### src/rtl/mcse_lc_pkg.sv
// Shared types and result codes for the lifecycle host sequencer.
package mcse_lc_pkg;

    typedef enum logic [2:0] {
        ST_IDLE      = 3'd0,
        ST_REQ       = 3'd1,
        ST_WAIT_CHAL = 3'd2,
        ST_AUTH      = 3'd3,
        ST_WAIT_DONE = 3'd4,
        ST_RESP      = 3'd5
    } lc_host_state_t;

    localparam logic [1:0] LC_OK      = 2'b00;
    localparam logic [1:0] LC_FAIL    = 2'b01;
    localparam logic [1:0] LC_TO_CHAL = 2'b10;
    localparam logic [1:0] LC_TO_DONE = 2'b11;

    localparam int unsigned LC_TOKEN_W = 256;

endpackage

### src/rtl/mcse_timeout_ctr.sv
// 16-bit saturating phase timer: clear wins over enable, flag at terminal count.
module mcse_timeout_ctr #(
    parameter int unsigned TERMINAL = 1023
) (
    input  logic clk,
    input  logic rst,
    input  logic clr_i,
    input  logic en_i,
    output logic terminal_o
);
    localparam logic [15:0] TERM_CNT = 16'(TERMINAL);

    logic [15:0] cnt_q, cnt_d;

    // next count: clear, or count up and stick at all-ones
    always_comb begin
        cnt_d = cnt_q;
        if (clr_i) begin
            cnt_d = '0;
        end else if (en_i && (cnt_q != 16'hFFFF)) begin
            cnt_d = cnt_q + 16'd1;
        end
    end

    // count register with synchronous reset
    always_ff @(posedge clk) begin
        if (rst) begin
            cnt_q <= '0;
        end else begin
            cnt_q <= cnt_d;
        end
    end

    assign terminal_o = (cnt_q >= TERM_CNT);

endmodule

### src/rtl/lc_host_sequencer.sv
// Host-side lifecycle transition sequencer: request, challenge, authenticate, result.
//
// state        | meaning
// ST_IDLE      | waiting for a host command, cmd_ready high
// ST_REQ       | one-cycle transition request pulse to the MCSE
// ST_WAIT_CHAL | waiting for the MCSE to ask for authentication
// ST_AUTH      | first cycle the authentication token is presented
// ST_WAIT_DONE | token held valid, waiting for DONE or FAIL
// ST_RESP      | result held for the host until rsp_ready
module lc_host_sequencer
    import mcse_lc_pkg::*;
#(
    parameter int unsigned gpio_N         = 32,
    parameter int unsigned TIMEOUT_CYCLES = 1024,
    parameter int unsigned AUTH_REQ_BIT   = 0,
    parameter int unsigned DONE_BIT       = 1,
    parameter int unsigned FAIL_BIT       = 2
) (
    input  logic                  clk,
    input  logic                  rst,
    input  logic                  cmd_valid,
    output logic                  cmd_ready,
    input  logic [LC_TOKEN_W-1:0] cmd_transition_id,
    input  logic [LC_TOKEN_W-1:0] cmd_auth_id,
    input  logic [gpio_N-1:0]     mcse_status,
    output logic [LC_TOKEN_W-1:0] lc_transition_id,
    output logic                  lc_transition_request,
    output logic [LC_TOKEN_W-1:0] lc_authentication_id,
    output logic                  lc_authentication_valid,
    output logic                  rsp_valid,
    input  logic                  rsp_ready,
    output logic [1:0]            rsp_status,
    output logic                  busy
);
    lc_host_state_t        state_q, state_d;
    logic [LC_TOKEN_W-1:0] trans_q, trans_d;
    logic [LC_TOKEN_W-1:0] auth_q, auth_d;
    logic [1:0]            rsp_q, rsp_d;
    logic                  in_wait;
    logic                  timed_out;

    // status bits beyond the three decoded flags carry MCSE outputs not consumed here
    logic unused_status;
    assign unused_status = ^mcse_status;

    assign in_wait = (state_q == ST_WAIT_CHAL) || (state_q == ST_WAIT_DONE);

    mcse_timeout_ctr #(
        .TERMINAL (TIMEOUT_CYCLES - 1)
    ) u_timeout (
        .clk        (clk),
        .rst        (rst),
        .clr_i      (!in_wait),
        .en_i       (in_wait),
        .terminal_o (timed_out)
    );

    // next-state, token capture and result code selection
    always_comb begin
        state_d = state_q;
        trans_d = trans_q;
        auth_d  = auth_q;
        rsp_d   = rsp_q;
        case (state_q)
            ST_IDLE: begin
                if (cmd_valid) begin
                    trans_d = cmd_transition_id;
                    auth_d  = cmd_auth_id;
                    state_d = ST_REQ;
                end
            end
            ST_REQ: state_d = ST_WAIT_CHAL;
            ST_WAIT_CHAL: begin
                if (mcse_status[AUTH_REQ_BIT]) begin
                    state_d = ST_AUTH;
                end else if (timed_out) begin
                    rsp_d   = LC_TO_CHAL;
                    state_d = ST_RESP;
                end
            end
            ST_AUTH: state_d = ST_WAIT_DONE;
            ST_WAIT_DONE: begin
                // FAIL outranks a coincident DONE
                if (mcse_status[FAIL_BIT]) begin
                    rsp_d   = LC_FAIL;
                    state_d = ST_RESP;
                end else if (mcse_status[DONE_BIT]) begin
                    rsp_d   = LC_OK;
                    state_d = ST_RESP;
                end else if (timed_out) begin
                    rsp_d   = LC_TO_DONE;
                    state_d = ST_RESP;
                end
            end
            ST_RESP: begin
                if (rsp_ready) begin
                    state_d = ST_IDLE;
                end
            end
            default: state_d = ST_IDLE;
        endcase
    end

    // state, token and result registers with synchronous reset
    always_ff @(posedge clk) begin
        if (rst) begin
            state_q <= ST_IDLE;
            trans_q <= '0;
            auth_q  <= '0;
            rsp_q   <= LC_OK;
        end else begin
            state_q <= state_d;
            trans_q <= trans_d;
            auth_q  <= auth_d;
            rsp_q   <= rsp_d;
        end
    end

    assign cmd_ready               = (state_q == ST_IDLE);
    assign busy                    = (state_q != ST_IDLE);
    assign lc_transition_id        = trans_q;
    assign lc_authentication_id    = auth_q;
    assign lc_transition_request   = (state_q == ST_REQ);
    assign lc_authentication_valid = (state_q == ST_AUTH) || (state_q == ST_WAIT_DONE);
    assign rsp_valid               = (state_q == ST_RESP);
    assign rsp_status              = rsp_q;

endmodule

### config.mk
export PLATFORM = sky130hd
export DESIGN_NAME = lc_host_sequencer
export DESIGN_NICKNAME = d
export VERILOG_FILES = /design/src/rtl/mcse_lc_pkg.sv /design/src/rtl/mcse_timeout_ctr.sv /design/src/rtl/lc_host_sequencer.sv
export SDC_FILE = /design/constraint.sdc
export NUM_CORES = 1
export LEC_CHECK = 0
export ABC_AREA = 0
export BUFFER_PORTS_ARGS = -buffer_cell sky130_fd_sc_hd__buf_2
export CAP_MARGIN = 20
export CORE_AREA = 2 2 417 419
export DETAILED_ROUTE_END_ITERATION = 10
export DIE_AREA = 0 0 419 421
export GPL_TIMING_DRIVEN = 0
export SLEW_MARGIN = 5
export SYNTH_ARGS = -nofsm -noshare
export SYNTH_HDL_FRONTEND = slang
export SYNTH_SLANG_ARGS = --single-unit
export TNS_END_PERCENT = 5
### constraint.sdc
create_clock -name clk -period 4.07 [get_ports clk]
set_clock_uncertainty 0.15 [all_clocks]
set_input_delay 0.2035 -clock clk [delete_from_list [all_inputs] [get_ports clk]]
set_output_delay 0.2035 -clock clk [all_outputs]
set_load 0.01 [all_outputs]
==> flow_summary.json <==
{
  "layout_min_cycle_time_ns": 2.80,
  "ioPinCount": 1067,
  "clk_path_buf_depth": 3,
  "wl_per_cell_um": 21.0,
  "synthXorXnorAreaFrac_pct": 0.0934,
  "synthAdderAreaFrac_pct": 0.0667,
  "wirelength_mm": 134,
  "numCtsBuffers": 66,
  "post-place-ws_ns": 0.444,
  "setup_viol": 0,
  "yosysMostFrequentCell": "nand2_1",
  "yosysSeqAreaShare_pct": 56.9,
  "max_stage_delay_ns": 0.78,
  "synth-simple-area-share_pct": 22.8,
  "drt_iter0_markers": 1866,
  "critPathSlowestCell": "nor3_1",
  "grt_max_degree": 13,
  "reg2reg_slack_ns": 1.27,
  "ys_ff_latch": 533,
  "status": "complete, no violations",
  "synth_top_area_cell": "dfxtp_1",
  "finalHoldViolCount": 0,
  "synth_cell_types": 49,
  "rows": 153,
  "cp_max_fo": 8,
  "synth_common_cells": "nand2_1, dfxtp_1, a21oi_1",
  "hpwl_mm": 110,
  "dp_cells": 5741,
  "fin_nets": 4551,
  "peakVddDrop_mv": 0.271,
  "drc": 0,
  "hp-class": "primary input to flip-flop",
  "synth-edff-count": 0,
  "worst-path-buf-inv": 1,
  "die_h_um": 421,
  "critical_path_class": "flip-flop to flip-flop",
  "max_freq_mhz": 357,
  "ys.flop_type": "dfxtp_1",
  "synth.top_cells.by_area": "dfxtp_1, nand2_1, a21oi_1",
  "grt_pass1_wl_mm": 178,
  "total_leakage_power_nw": 15.1,
  "synthCells": 2377,
  "crit_arrival_ns": 3.20,
  "ctsHoldBuffers": 518,
  "vias": 23700,
  "post-route-period-util_pct": 68.9,
  "cp-start-kind": "flip-flop",
  "relSlewSlack_pct": 35.9,
  "die_w_um": 419,
  "fin_cells": 6401,
  "path_cells": "ha_1 -> nand2_1 -> nor3_1 -> or4b_1 -> o311ai_0 -> dlygate4sd3_1",
  "synth_nets": 2926,
  "tightest_slew_ns": 0.962,
  "cts_root_buffer": "clkbuf_16",
  "clk_latency_ns": 0.69,
  "yosys_warnings": 0,
  "muxShareOfSynthArea_pct": 0.327,
  "crit_family": "simple AND/OR/NAND/NOR gates",
  "cts_resized": 0,
  "grtUsageTotal_pct": 14.6,
  "critical_path_required_ns": 4.47,
  "max-cap-violations": 0,
  "viasPerCell": 3.70,
  "clkTransAtPathRegs_ns": 0.07,
  "synth_area_um2": 18800,
  "timing.final.ws_setup_ns": 1.27,
  "syn_to_final_growth_pct": 83.3,
  "htree_levels": 3,
  "first_global_vias": 23100,
  "start_util_pct": 10.9,
  "clock-sinks": 533,
  "yosysTopAreaCellShare_pct": 56.9,
  "drv_slew": 0,
  "final_util_pct": 19.9,
  "dr.pass1.iters": 7,
  "antenna_left": 0,
  "ys_async_sr_fraction_pct": 0,
  "antenna_found_initial": 48,
  "synth_top_family_by_area": "simple AND/OR/NAND/NOR gates",
  "synth-compound-area-share_pct": 15.1,
  "dieArea_um2": 176000,
  "io_buffers": 1036,
  "overflow": 0,
  "cts_tree": "built",
  "critPathCaptureType": "flip-flop",
  "post_cts_buffers": 0,
  "drive_above_1_share_pct": 31.3,
  "syn_area_per_cell_um2": 7.89,
  "rsz0062_at_grt": "false",
  "power_density_nw_per_um2": 449,
  "core_um2": 172000,
  "gp_congestion": 1.01,
  "power_mw": 15.4
}
==> flip-flops by register name, indices dropped and copies added, names as in the netlist <==
register	cells
lc_transition_id	256
rsp_status	2
lc_authentication_id	256
u_timeout.cnt_q	16
state_q	3
==> final timing paths <==
check,start,endpoint,cells past startpoint
max,u_timeout.cnt_q[0],rsp_status[0],6
min,cmd_transition_id[241],lc_transition_id[241],4
max reg2reg,u_timeout.cnt_q[0],rsp_status[0],6
min reg2reg,rsp_status[1],rsp_status[1],2
==> per-layer routing <==
metal  vias to the layer above  track usage, %  wire, um
met2                      1222            23.8     62100
met1                     11100            14.2     44500
li1                      11000               -         -
met4                        10            7.82      7250
met3                       292            8.96     20400
met5                         -               0        63
==> through the flow <==
step           hold WS, ns  TNS [ns]  cell area (um2)
6_report             0.163         0            34400
5_1_grt              0.117         0            34400
4_1_cts             0.0499         0            34300
3_5_place_dp         0.293         0            26900
3_3_place_gp         0.288     -1.24            26900
2_1_floorplan        0.189         0            18800
==> kinds of logic after synthesis <==
logic type,count (synthesis)
AO/OA/AOI/OAI,551
XOR/XNOR,2
adder cells (fa/ha/maj),1
buffers and inverters,184
flip-flops,533
multiplexers,6
AND/OR/NAND/NOR,1100
==> layout make-up <==
type	count	area, um2
inverter	6	22.5
buffer	178	870
timing repair buffer	1557	10400
sequential	533	10700
fill	19200	138000
clock inverter	25	335
clock buffer	92	1900
multi-input combinational	1660	7200
antenna	25	62.6
tap	2325	2910
==> layout by cell type, fill, tap and decap left out, types with 3 or more instances in the layout <==
cell type / netlist / layout
o21ai_0: 5 / 5
nand3_1: 10 / 10
mux2i_1: 5 / 5
clkinv_2: 0 / 7
nor2_1: 7 / 7
nand2b_1: 4 / 4
dlygate4sd3_1: 0 / 518
buf_4: 23 / 23
o31ai_1: 4 / 4
bufinv_16: 0 / 4
inv_1: 6 / 6
clkbuf_1: 64 / 74
diode_2: 0 / 25
dfxtp_1: 533 / 533
nand2_1: 1041 / 1041
or4_1: 3 / 3
a21oi_1: 522 / 522
nand3b_1: 3 / 3
clkbuf_8: 0 / 15
nor4_1: 3 / 3
buf_8: 0 / 3
clkinvlp_4: 0 / 3
nand4_1: 3 / 3
nor3_1: 9 / 9
buf_2: 91 / 1127
inv_6: 0 / 4
clkbuf_16: 0 / 66
==> power by group <==
group / total [mW] / switching (mW) / internal [mW]
Combinational: 3.34 / 2.07 / 1.26
Clock: 6.18 / 2.62 / 3.56
Sequential: 5.93 / 0.253 / 5.67
==> worst register-to-register path, delay by kind of cell, from the launching register on <==
family	cells	cell delay (ns)
simple gates	3	1.11
buf+inv	1	0.58
flops	1	0.43
fa+ha+maj	1	0.27
compound gates	1	0.13
Note: power is estimated with default switching activity, not from simulation.
